`config.mk`:
```
export PLATFORM = sky130hd
export DESIGN_NAME = fetch_sequencer
export DESIGN_NICKNAME = d
export VERILOG_FILES = /design/src/rtl/fetch_sequencer.sv
export SDC_FILE = /design/constraint.sdc
export NUM_CORES = 1
export LEC_CHECK = 0
export ABC_AREA = 1
export BUFFER_PORTS_ARGS = -buffer_cell sky130_fd_sc_hd__buf_2
export CORE_MARGIN = 3
export CORE_UTILIZATION = 26
export CTS_BUF_LIST = sky130_fd_sc_hd__clkbuf_4
export CTS_CLUSTER_DIAMETER = 80
export CTS_CLUSTER_SIZE = 20
export DETAILED_ROUTE_END_ITERATION = 10
export GPL_ROUTABILITY_DRIVEN = 0
export GPL_TIMING_DRIVEN = 0
export PLACE_DENSITY_LB_ADDON = 0.12
export SYNTH_ARGS = -nofsm -noshare
export SYNTH_HDL_FRONTEND = slang
export SYNTH_SLANG_ARGS = --single-unit
```
`constraint.sdc`:
```
create_clock -name clock -period 1.6 [get_ports clock]
set_input_delay 0.4 -clock clock [delete_from_list [all_inputs] [get_ports clock]]
set_output_delay 0.4 -clock clock [all_outputs]
set_load 0.02 [all_outputs]
```
`src/rtl/fetch_sequencer.sv`:
```
// fetch_sequencer: PC and instruction-memory request sequencer for the
// three-pipe VLIW front end. Issues one word request per cycle over a
// req/ack handshake, redirects on taken branches and holds pipe_flush high
// for FLUSH_CYCLES cycles after each redirect.
// Optional build macro: FETCH_SEQ_PERF_EN adds saturating perf_words and
// perf_stalls counters.
module fetch_sequencer #(
  parameter int unsigned           PC_WIDTH     = 16,
  parameter logic [PC_WIDTH-1:0]   START_ADDR   = '0,
  parameter int unsigned           FLUSH_CYCLES = 2
) (
  input  logic                clock,
  input  logic                reset_n,
  input  logic                start,
  input  logic                halt,
  input  logic                stall,
  input  logic                branch_taken,
  input  logic [PC_WIDTH-1:0] branch_target,
  output logic                imem_req,
  output logic [PC_WIDTH-1:0] imem_addr,
  input  logic                imem_ack,
  output logic                f_flush,
  output logic                pipe_flush,
  output logic                busy,
  output logic [PC_WIDTH-1:0] pc
`ifdef FETCH_SEQ_PERF_EN
  ,
  output logic [15:0]         perf_words,
  output logic [15:0]         perf_stalls
`endif
);

  typedef enum logic [1:0] {
    IDLE     = 2'd0,
    FETCH    = 2'd1,
    REDIRECT = 2'd2
  } state_t;

  // Counter runs FLUSH_CYCLES-1 .. 0, giving FLUSH_CYCLES redirect cycles.
  localparam logic [3:0]          CNT_LOAD = 4'(FLUSH_CYCLES - 1);
  localparam logic [PC_WIDTH-1:0] PC_ONE   = PC_WIDTH'(1);

  state_t              state;
  state_t              state_next;
  logic [PC_WIDTH-1:0] pc_next;
  logic [3:0]          cnt;
  logic [3:0]          cnt_next;
  logic                accept;

  // State, PC and redirect counter registers; pipe_flush mirrors the next state.
  always_ff @(posedge clock or negedge reset_n) begin
    if (!reset_n) begin
      state      <= IDLE;
      pc         <= START_ADDR;
      cnt        <= '0;
      pipe_flush <= 1'b0;
    end else begin
      state      <= state_next;
      pc         <= pc_next;
      cnt        <= cnt_next;
      pipe_flush <= (state_next == REDIRECT);
    end
  end

  // Next-state, next-PC and handshake decode; branch beats halt beats stall.
  always_comb begin
    state_next = state;
    pc_next    = pc;
    cnt_next   = cnt;
    imem_req   = 1'b0;
    accept     = 1'b0;
    case (state)
      IDLE: begin
        if (start) begin
          state_next = FETCH;
          pc_next    = START_ADDR;
        end
      end
      FETCH: begin
        imem_req = ~stall;
        // A word that arrives alongside a branch belongs to the wrong path.
        accept   = imem_req & imem_ack & ~branch_taken;
        if (branch_taken) begin
          state_next = REDIRECT;
          pc_next    = branch_target;
          cnt_next   = CNT_LOAD;
        end else begin
          if (accept) begin
            pc_next = pc + PC_ONE;
          end
          if (halt) begin
            state_next = IDLE;
          end
        end
      end
      REDIRECT: begin
        if (branch_taken) begin
          pc_next  = branch_target;
          cnt_next = CNT_LOAD;
        end else if (cnt == 4'd0) begin
          state_next = halt ? IDLE : FETCH;
        end else begin
          cnt_next = cnt - 4'd1;
        end
      end
      default: begin
        state_next = IDLE;
      end
    endcase
  end

  assign f_flush   = ~accept;
  assign busy      = (state != IDLE);
  assign imem_addr = pc;

`ifdef FETCH_SEQ_PERF_EN
  function automatic logic [15:0] sat_inc(input logic [15:0] value);
    return (value == 16'hFFFF) ? value : value + 16'd1;
  endfunction

  // Saturating performance counters, cleared by reset and by a start from IDLE.
  always_ff @(posedge clock or negedge reset_n) begin
    if (!reset_n) begin
      perf_words  <= '0;
      perf_stalls <= '0;
    end else if (state == IDLE && start) begin
      perf_words  <= '0;
      perf_stalls <= '0;
    end else begin
      if (accept) begin
        perf_words <= sat_inc(perf_words);
      end
      if (state == FETCH && stall) begin
        perf_stalls <= sat_inc(perf_stalls);
      end
    end
  end
`endif

endmodule
```
==> summary by stage, run 1 <==
Pwr
The power per cell area is 1750 nW/um^2. The maximum resistive drop on vdd is 0.000737 V. For this design the static power due to leakage is 1.40 nW.

STA
At the pin with the least slew margin, the transition time is 0.585 ns. The hold violation count in the final report was 0. The tightest hold path in the finished design has a slack of 0.0443 ns. The final setup skew is 0.00855 ns.

Setup repair after global routing could not meet its margin everywhere. In the finished design, the share of the clock period the worst path needs comes to 1.08. The achievable clock frequency is 578 MHz. The headroom to the max-slew limit is 0.610. The final-report max-slew violation count is 0. The final period demand of the worst path is 1.73 ns. Setup violations remaining at the end of the flow were counted as 20. Once routing completed, OpenROAD measured the worst setup slack at -0.130 ns.

Detailed routing
The average vias per placed instance is 4.27. The number of routed nets with antenna violations is 0. The number of remaining DRC errors is 0. The total length of routed wires is 5.63 mm. Summing over every cut layer, the via total after detailed routing is 1,915. The pre-antenna-repair detailed-routing pass consisted of 4 iterations. The first-iteration detailed-routing DRC count is 59. In the final routed layout, each cell accounts on average for 12.5 um.

Die
The width of the die is 90.2 um. The number of top-level pins is 59. The area inside the core boundary is 6830 sq um. The floorplan step defined a die boundary enclosing 8140 sq um.

The height of the chip is 90.2 um. For this configuration, the core starts out at a cell density of 0.270. The number of core rows is 30.

Setup path
By instance count, the cell type seen most on the critical path is nand2_4. The sort of element at the start of the critical path is a flop. At the worst endpoint, the required time is 1.20 ns. Among cell families on the critical path, the largest total delay comes from flip-flops. On the worst path, the slowest cell contributes a delay of 0.43 ns. The arrival time of the worst setup path is 1.33 ns. The kind of end point of the critical path is a primary output. Among all stages on the critical path, the largest delay is contributed by dfrtp_1. The critical path is of the reg2out type.

The signal on the critical path passes through inv_2 > ha_4 > nand2_4 > inv_8 > nand2_4 > buf_6. The count of buffering cells on the critical path with inverters included is 3. Along the worst path, the maximum fanout reaches 4.

Placed design
In this run the cell area measured after placement is 2260 sq um. The post-detailed-placement half-perimeter wirelength is 3.96 mm. The number of input and output port buffers inserted is 58.

Final layout
The net count of the finished layout is 385. In the final layout, the share of cells above drive strength 1 is 0.394. The fill cell total of the finished layout is 766. The antenna diode count is 0. The multi-input combinational cells in the finished layout cover a total of 1080 sq um. Across the whole layout, storage elements account for 581 sq um. Leaving out fill and tap cells, the most frequent cells in the layout are nand2_1, buf_2, buf_4.

The final design instance area without fill is 2570 sq um. Leaving out fill and tap cells, the most frequent cell in the layout is nand2_1. From synthesis to final layout, the design area changed by 39.3%.

Logic synthesis
Synthesis handed over a netlist of 274 instances. For this run, the register share of the synthesized area comes to 0.312. The synthesized-area fraction occupied by ao, oa, aoi and oai cells came to 0.124. The area share of the largest cell type after synthesis is 0.312. The number of nets in the synthesized netlist is 305. After synthesis, the largest family of logic cells by area is simple AND/OR/NAND/NOR gates. The synthesized-area fraction occupied by xor and xnor cells is 0.0143.

The count of yosys warnings during synthesis is 0. The most used flip-flop cell after synthesis is dfrtp_1. The number of different library cells used by synthesis comes to 32.

The number of flops mapped to enable cells by yosys is 0. Ranked by total cell area, the synthesized netlist is headed by dfrtp_1, nand2_1, buf_4. Each instance of the synthesized netlist takes up on average 6.73 sq um.

The async set-reset flop share out of synthesis is 1.00. The largest total area in the synthesized netlist belongs to dfrtp_1. The simple-gate portion of the synthesized area is 0.335. The post-synthesis instance area is 1840 sq um. The fraction of the mapped netlist area in adder cells is 0.0543.

The synthesized design contains 23 register bits. The post-synthesis mux area share is 0.

Worst hold path
The class of the tightest hold or removal check is in2async.

Global routing
The number of antenna violations at the first check in global routing was 0. The pin count of the biggest net entering global routing is 24. The via count of the first global-routing pass is 1,740. For this run the aggregate overflow at the end of global routing stands at 0. Across every metal layer, demand over resource in global routing totals 0.136. The first global-routing pass estimated 8.84 mm of wire.

Clocking
The clock insertion delay at the later pin of the skew report is 0.33 ns. The cell at the root of the clock tree is clkbuf_4. The clock transition at the registers of the reported paths is 0.15 ns.

The TritonCTS clock tree is built. The number of sinks driven by the clock tree is 23. In this run the number of H-tree levels came out at 1. The number of hold buffers added after CTS is 0. The number of buffers added by the clock tree synthesis step is 3. The maximum clock insertion buffer count is 2.

Job
The tool flagged a number of max-cap violations equal to 0.

Status
The flow ran to the end, but the final reports show violations. The checks that failed: negative setup slack.
-- path summary, 6_finish.rpt --
path	cells after the start	endpoint	slack [ns]	from
hold reg to reg	2	cnt[0]$_DFFE_PN0P_	0.50	cnt[0]$_DFFE_PN0P_
setup reg to reg	9	imem_addr[1]$_DFFE_PN0P_	-0.12	state[1]$_DFF_PN0_
min in group clock	5	imem_addr[5]$_DFFE_PN0P_	0.36	branch_target[5]
max in group asynchronous	1	state[0]$_DFF_PN0_	1.13	reset_n
hold / removal	1	imem_addr[6]$_DFFE_PN0P_	0.04	reset_n
setup / recovery	6	f_flush	-0.13	state[1]$_DFF_PN0_
-- cell type report --
type,instances,area share
sequential,23,0.226
multi-input combinational,197,0.420
buffer,20,0.0629
inverter,33,0.0531
tap,96,0.0468
clock buffer,4,0.0117
timing repair buffer,76,0.179
-- state kept, by name, indices dropped and copies added, names as in the netlist --
| register | flops |
|---|---|
| cnt | 4 |
| pipe_flush | 1 |
| imem_addr | 16 |
| state | 2 |
-- power by group --
group | internal, mW | leakage (nW) | switching (mW)
combinational | 1.35 | 1.07 | 1.79
clock | 0.115 | 0.0184 | 0.204
sequential | 0.770 | 0.305 | 0.261
-- synth_stat cells, drive strengths merged, types with 8 or more instances --
cell type / instances
buf: 21
dfrtp: 23
ha: 8
inv: 33
nand2: 103
nand3: 14
nor2: 28
o21ai: 21
-- timing repair --
action	in CTS	in global routing
buffers inserted	13	4
cloned	2	0
resized for setup	28	27
pin swaps	6	12
setup endpoints to repair	24	26
-- through the flow --
step            TNS, ns  power, mW  instances  worst slack, ns   util
3_3_place_gp      -4.36       3.48        428           -0.290  0.331
4_1_cts           -2.09       4.31        446           -0.133  0.361
3_5_place_dp      -4.51       3.49        428           -0.291  0.331
2_1_floorplan  -0.00236       2.75        274         -0.00236      -
5_1_grt           -3.57       4.84        449           -0.207  0.376
6_report          -1.80       4.49        449           -0.130  0.376
-- routing by layer --
| metal | track usage | up-vias | part of all wire | wire length, um |
|---|---|---|---|---|
| met5 | 0 | - | 0 | 0 |
| met4 | 0.0230 | 0 | 0.0043 | 24 |
| met3 | 0.0310 | 2 | 0.041 | 233 |
| met2 | 0.230 | 40 | 0.48 | 2690 |
| met1 | 0.178 | 869 | 0.48 | 2680 |
| li1 | - | 1004 | - | - |
-- cell families after synthesis --
kind of cell | Yosys count
and+or+nand+nor | 151
buffers and inverters | 54
AOI/OAI and AO/OA | 35
DFF | 23
adders and majority gates | 8
xor gates and xnor gates | 3
Power figures use the tool's default switching activity.
==> inputs of run 2 (changes only) <==
--- a/config.mk
+++ b/config.mk
@@ -6,13 +6,13 @@
 export NUM_CORES = 1
 export LEC_CHECK = 0
 export ABC_AREA = 1
-export BUFFER_PORTS_ARGS = -buffer_cell sky130_fd_sc_hd__buf_2
 export CORE_MARGIN = 3
 export CORE_UTILIZATION = 26
 export CTS_BUF_LIST = sky130_fd_sc_hd__clkbuf_4
 export CTS_CLUSTER_DIAMETER = 80
 export CTS_CLUSTER_SIZE = 20
 export DETAILED_ROUTE_END_ITERATION = 10
+export DONT_BUFFER_PORTS = 1
 export GPL_ROUTABILITY_DRIVEN = 0
 export GPL_TIMING_DRIVEN = 0
 export PLACE_DENSITY_LB_ADDON = 0.12
==> constraint.sdc (replaced) <==
create_clock -name clock -period 2.07 [get_ports clock]
set_input_delay 0.5175 -clock clock [delete_from_list [all_inputs] [get_ports clock]]
set_output_delay 0.5175 -clock clock [all_outputs]
set_load 0.02 [all_outputs]
==> run 2 against run 1 <==
  * The flow now finishes without violations
  * Worst hold slack improved by 0.32 ns
  * Power fell by 37%
  * Sequential power fell by 7%
  * First-iteration DRC count fell by 10%
  * Wire length fell by 7.1%
  * Sequential share of layout area rose by 4.9 points
  * Via count fell by 14%
  * Register-to-register slack improved by 0.30 ns
  * Clock power fell by 22%
  * Critical path depth fell by 1
  * Clock-buffer cell count did not move
  * Final area fell by 18%
  * Critical path type unchanged
  * Critical endpoint unchanged
==> summary by stage, run 2 (synthesis gave the netlist of run 1 again) <==
Final layout
The fill cell total of the finished layout is 786 (+2.6%). Compared with the post-synthesis result, the final layout area differs by 13.6%. The antenna diode count was 0 (unchanged).

The layout cell share with drive strength beyond 1 is 0.167 (-0.227). The fraction of the core area covered by cells at the end of the flow is 0.307 (-0.0692). The area of combinational cells with multiple inputs is 991 sq um (-8.1%). The flip-flop count of the largest register after layout was 16 (unchanged). The most common cell after layout, fill and taps aside is nand2_1. In the layout the commonest cells are nand2_1, inv_1, nor2_1, buf_4, dfrtp_1. The net count of the finished layout is 319 (-17%).

The area of all sequential standard cells was 577 sq um (-0.65%). The number of non-filler instances in the completed layout came to 383 (-15%).

STA
For this run, the top clock speed supported by timing is 515 MHz. The hold violation count in the final report was 0 (unchanged). The final setup skew came to 0.0151 ns (+0.00655 ns). The final-report max-slew violation count is 0 (unchanged). The number of setup violations in the final report is 0 (-100%). The headroom to the max-slew limit came to 0.712 (+0.102).

The final setup TNS was 0 ns (+1.80 ns). Of the available clock period, the critical path in the final layout requires 0.938. The transition at the pin with the smallest max-transition slack is 0.432 ns (-0.152 ns). Setup repair after global routing left no endpoint under its margin. The final period demand of the worst path is 1.94 ns.

Global routing
The overall global routing resource usage came to 0.132 (-0.00384). The pin count of the biggest net entering global routing came to 24 (unchanged). The via count of the first global-routing pass was 1,659 (-4.7%). The remaining global-route overflow is 0 (unchanged). The wire length of the first global-routing pass came to 8.59 mm (-2.8%).

The number of antenna violations at the first check in global routing is 0 (unchanged).

Clocking
The cell at the root of the clock tree is clkbuf_4. The number of buffers added by the clock tree synthesis step came to 3 (unchanged). The clock insertion delay at the later pin of the skew report is 0.33 ns (about the same). TritonCTS built the clock tree. The maximum clock insertion buffer count is 2 (unchanged). The number of sinks driven by the clock tree was 23 (unchanged). The clock transition at the registers of the reported paths is 0.14 ns (about the same). The depth of the CTS H-tree is 1 (unchanged).

Setup path
The start point of the critical path is state[1]$_DFF_PN0_. The worst path required time is 1.55 ns (+0.35 ns). The critical-path maximum fanout is 9 (+5).

The biggest cell delay along the critical path is 0.43 ns (about the same). The worst reg-to-reg setup slack is 0.18 ns (+0.30 ns). Broken down by cell family, the worst path's largest delay share belongs to flip-flops.

The worst register-to-register path ends at imem_addr[3]$_DFFE_PN0P_. STA classifies the critical path startpoint as a flop. The cell with the largest stage delay on the worst path is dfrtp_1. In this run the worst setup path terminates at f_flush. The number of cells on the worst reg-to-reg path came to 10 (+1). The startpoint of the most critical register-to-register path is state[0]$_DFF_PN0_. The critical setup path kind is reg2out. The count of buffering cells on the critical path with inverters included is 2 (-1).

The kind of end point of the critical path is a primary output. The arrival time of the worst setup path is 1.42 ns (+0.09 ns). Walking the worst path, the cells encountered are inv_1 > ha_4 > nand2_4 > inv_4 > nand2_2. The total number of cells along the worst setup path is 5 (-1).

Die
The initial cell density of the core was 0.270 (unchanged). The area of the die came to 8140 sq um (unchanged). The height of the chip is 90.2 um (unchanged). The number of top-level pins is 59 (unchanged). The width of the die came to 90.2 um (unchanged). The number of core rows is 30 (unchanged). The area inside the core boundary is 6830 sq um (unchanged).

Placed design
The number of input and output port buffers inserted is 0 (-100%). The cell total after placement is 370 (-14%). The post-detailed-placement half-perimeter wirelength is 3.87 mm (-2.3%).

Detailed routing
The number of remaining DRC errors is 0 (unchanged). The length of the first detailed-routing pass in iterations is 4 (unchanged). The number of routed nets with antenna violations is 0 (unchanged).

The total vias in the final route is 1,654 (-14%). The first-iteration detailed-routing DRC count is 53 (-10%). The total length of routed wires was 5.23 mm (-7.1%). The average wire per standard cell is 13.7 um (+8.9%). The average vias per placed instance is 4.32 (+1.3%).

Pwr
The power per cell area is 1340 nW/um^2 (-23%). The total power after layout is 2.81 mW (-37%). The total leakage power is 1.05 nW (-25%). The maximum resistive drop on vdd is 0.000495 V (-33%).

Worst hold path
The hold-critical path depth is 3. The min-delay analysis places its worst path in the category in2reg.

Status
The run finished with clean final reports.

Job
The max capacitance violation total is 0 (unchanged).
-- run 2: layout make-up --
cell class | instances | area share
Buffer | 21 | 0.0777
Clock buffer | 4 | 0.0143
Tap cell | 96 | 0.0573
Sequential cell | 23 | 0.275
Multi-Input combinational cell | 197 | 0.473
Timing Repair Buffer | 9 | 0.0394
Inverter | 33 | 0.0627
-- run 2: routing by layer --
metal / global-route usage / vias to the layer above / share of wire / wire length (um)
li1: - / 871 / - / -
met1: 0.176 / 737 / 0.47 / 2470
met2: 0.218 / 44 / 0.46 / 2410
met3: 0.0326 / 2 / 0.061 / 317
met4: 0.0230 / 0 / 0.0061 / 32
met5: 0 / - / 0 / 0
-- run 2: timing repair --
item | CTS | global route
hold endpoints to repair | 23 | 0
endpoints found under the setup margin | 2 | 11
setup buffers | 0 | 7
gates resized for setup | 4 | 1
hold buffers | 2 | 0
pin swaps | 0 | 1
-- run 2: tightest hold or removal path, delay by kind of cell --
kind | cells | cell delay [ns]
and+or+nand+nor | 2 | 0.07
AOI/OAI and AO/OA | 1 | 0.07
-- run 2: worst min path at each step --
stage                  from                  endpoint  slack [ns]
5_1_grt        branch_taken        cnt[3]$_DFFE_PN0P_        0.35
4_1_cts        branch_taken        cnt[3]$_DFFE_PN0P_        0.35
3_5_place_dp        reset_n  imem_addr[6]$_DFFE_PN0P_        0.22
2_1_floorplan       reset_n        cnt[0]$_DFFE_PN0P_        0.22
3_3_place_gp        reset_n  imem_addr[3]$_DFFE_PN0P_        0.22
6_report       branch_taken        cnt[3]$_DFFE_PN0P_        0.36
-- run 2: through the flow --
step	setup slack, ns	instance area, sq um	hold slack [ns]
floorplan	0.364	1840	0.222
global placement	0.0650	1960	0.223
detailed placement	0.0666	1960	0.223
CTS	0.0158	2040	0.354
global route	0.00349	2090	0.351
finish	0.129	2090	0.363
-- run 2: report_power, final --
part	leakage, nW	switching [mW]	total [mW]	internal (mW)
sequential	0.309	0.369	0.957	0.588
combinational	0.721	0.973	1.61	0.634
clock	0.0184	0.161	0.250	0.0886
total	1.05	1.50	2.81	1.31
==> inputs of run 3 (changes only) <==
--- a/config.mk
+++ b/config.mk
@@ -6,6 +6,8 @@
 export NUM_CORES = 1
 export LEC_CHECK = 0
 export ABC_AREA = 1
+export CELL_PAD_IN_SITES_DETAIL_PLACEMENT = 1
+export CELL_PAD_IN_SITES_GLOBAL_PLACEMENT = 1
 export CORE_MARGIN = 3
 export CORE_UTILIZATION = 26
 export CTS_BUF_LIST = sky130_fd_sc_hd__clkbuf_4
==> run 3 against run 2 <==
  * Combinational power grew 3%
  * Worst hold slack improved by 0.0074 ns
  * Critical path depth stayed put
  * Global-route usage is 1.4 points higher
  * Critical path type unchanged
  * Critical endpoint unchanged
  * Largest power group unchanged
==> summary by stage, run 3 (synthesis gave the netlist of run 1 again) <==
Status
The flow ran to the end, and the final reports show no timing, DRC or antenna violations.

Final layout
The most common cell after layout, fill and taps aside is nand2_1. The antenna diode count is 0 (unchanged). Compared with the post-synthesis result, the final layout area differs by 14.1%. The flip-flop count of the largest register after layout is 16 (unchanged). The layout cell share with drive strength beyond 1 was 0.164 (-0.00291). The net count of the finished layout is 318 (-0.31%). The fill cell total of the finished layout was 897 (+14%).

In the layout the commonest cells are nand2_1, inv_1, nor2_1. The final design instance area without fill is 2100 sq um (+0.36%).

Setup path
The worst setup path is captured at a primary output. The number of cells on the worst reg-to-reg path came to 8 (-2). The worst reg-to-reg setup slack is 0.21 ns (+0.03 ns). The critical path starts at state[1]$_DFF_PN0_. The arrival time of the worst setup path was 1.43 ns (about the same). For this design, the slowest cell found on the critical path is dfrtp_1. The signal on the critical path passes through inv_1 > ha_4 > nand2_4 > inv_6 > nand2_2. The sort of element at the start of the critical path is a flop. The biggest cell delay along the critical path came to 0.45 ns (+0.02 ns).

The critical path in this run is classified as reg2out. In this run the critical register-to-register path is captured at imem_addr[4]$_DFFE_PN0P_. The startpoint identified for the worst register-to-register timing path is state[1]$_DFF_PN0_.

The critical-path maximum fanout is 9 (unchanged). In this run the worst setup path terminates at f_flush. The worst path required time came to 1.55 ns (about the same).

Global routing
The via count of the first global-routing pass is 1,787 (+7.7%). The remaining global-route overflow is 0 (unchanged). The pin count of the biggest net entering global routing was 24 (unchanged). The wire length of the first global-routing pass is 9.53 mm (+11%).

The overall global routing resource usage is 0.146 (+0.0143). The number of antenna violations at the first check in global routing is 0 (unchanged).

Clocking
The number of sinks driven by the clock tree is 23 (unchanged). The cell at the root of the clock tree is clkbuf_4. The depth of the CTS H-tree came to 1 (unchanged). The number of buffers added by the clock tree synthesis step came to 3 (unchanged). The TritonCTS clock tree is built.

The clock insertion delay at the later pin of the skew report is 0.33 ns (about the same). The maximum clock insertion buffer count is 2 (unchanged). The clock transition at the registers of the reported paths is 0.14 ns (about the same).

Pwr
The total leakage power is 1.05 nW (-0.17%). The switching fraction of total power is 0.536 (+0.00173). The share of power burned in registers is 0.333 (-0.007). The clock network fraction of design power came to 0.087 (-0.002). The switching component of the power was 1.53 mW (+2.0%). The combinational cell fraction of total power is 0.581 (+0.010). The internal power summed over all cells is 1.33 mW (+1.3%). The power per cell area is 1360 nW/um^2 (+1.3%). The maximum resistive drop on vdd is 0.000549 V (+11%).

STA
Setup repair after global routing left no endpoint under its margin. The final setup TNS is 0 ns (unchanged). The share of the cycle needed by the critical path after routing was 0.940 (+0.00183).

The hold violation count in the final report is 0 (unchanged). The achievable clock frequency is 514 MHz (-0.19%). The headroom to the max-slew limit is 0.701 (-0.0108). The final period demand of the worst path came to 1.94 ns (+0.00379 ns).

The number of setup violations in the final report is 0 (unchanged). The transition at the pin with the smallest max-transition slack is 0.449 ns (+0.0161 ns). The final setup skew is 0.00518 ns (-0.00992 ns).

The final-report max-slew violation count came to 0 (unchanged).

Die
The number of top-level pins is 59 (unchanged). The area of the die was 8140 sq um (unchanged). The width of the die was 90.2 um (unchanged). The height of the chip came to 90.2 um (unchanged). The initial cell density of the core was 0.270 (unchanged). The area inside the core boundary came to 6830 sq um (unchanged). The number of core rows is 30 (unchanged).

Detailed routing
The number of routed nets with antenna violations is 0 (unchanged). The number of remaining DRC errors is 0 (unchanged). The average vias per placed instance came to 4.46 (+3.3%). The average wire per standard cell came to 14.8 um (+8.2%). The first-iteration detailed-routing DRC count is 48 (-9.4%). The length of the first detailed-routing pass in iterations is 4 (unchanged). The total vias in the final route is 1,704 (+3.0%). The total length of routed wires is 5.64 mm (+7.9%).

Worst hold path
The min-delay analysis places its worst path in the category in2reg.

Placed design
The number of input and output port buffers inserted was 0 (unchanged). The cell area after placement is 1960 sq um (unchanged). The post-detailed-placement half-perimeter wirelength is 4.25 mm (+9.8%).

Job
The max capacitance violation total is 0 (unchanged).
## run 3: cell types whose count changed in the layout (fill, tap and decap cells not counted), sizes merged
cell / before / now
buf: 29 / 28
## run 3: worst min-delay path by stage
| stage | start | endpoint | slack [ns] | cells past startpoint |
|---|---|---|---|---|
| finish | branch_taken | cnt[3]$_DFFE_PN0P_ | 0.37 | 3 |
| global route | branch_taken | cnt[3]$_DFFE_PN0P_ | 0.36 | 3 |
| CTS | branch_target[13] | imem_addr[13]$_DFFE_PN0P_ | 0.36 | 4 |
| detailed placement | reset_n | imem_addr[6]$_DFFE_PN0P_ | 0.22 | 0 |
| global placement | reset_n | imem_addr[6]$_DFFE_PN0P_ | 0.22 | 0 |
| floorplan | reset_n | cnt[0]$_DFFE_PN0P_ | 0.22 | 0 |
## run 3: through the flow
stage	util	std cells	total power [mW]	hold slack [ns]	setup slack, ns
floorplan	-	274	2.10	0.222	0.364
global placement	0.287	370	2.49	0.223	0.0572
detailed placement	0.287	370	2.50	0.223	0.0357
CTS	0.299	376	2.81	0.361	0.000886
global route	0.308	382	3.17	0.357	0.0225
finish	0.308	382	2.86	0.371	0.125
## run 3: what timing repair did
action,CTS,global route
hold buffers,2,0
hold endpoints to repair,23,0
resized for setup,4,2
pin swaps,0,1
setup endpoints to repair,3,11
setup buffers,0,6
## run 3: final cells by class
class / count / area (sq um) / area share
multi-input combinational: 197 / 991 / 0.471
sequential: 23 / 577 / 0.274
buffer: 21 / 163 / 0.0774
inverter: 33 / 134 / 0.0637
tap: 96 / 120 / 0.0571
timing repair buffer: 8 / 87.6 / 0.0417
clock buffer: 4 / 30.0 / 0.0143
## run 3: power by group through the flow
| stage | combinational [mW] | sequential, mW | clock [mW] |
|---|---|---|---|
| after floorplan | 1.21 | 0.894 | 0 |
| after global placement | 1.51 | 0.979 | 0 |
| after detailed placement | 1.52 | 0.981 | 0 |
| after CTS | 1.56 | 0.978 | 0.267 |
| after global routing | 1.89 | 0.992 | 0.288 |
| final | 1.66 | 0.952 | 0.248 |
## run 3: metal layers
metal / vias to the layer above / global-route usage / part of all wire
met4: 0 / 0.0268 / 0.0051
met3: 2 / 0.0310 / 0.047
li1: 869 / - / -
met5: - / 0 / 0
met2: 35 / 0.246 / 0.47
met1: 798 / 0.194 / 0.48
## run 3: critical path, delay by kind of cell (launching register included)
| kind | cells | cell delay (ns) |
|---|---|---|
| adders and majority gates | 1 | 0.20 |
| and+or+nand+nor | 2 | 0.20 |
| buffers and inverters | 2 | 0.26 |
| DFF | 1 | 0.45 |
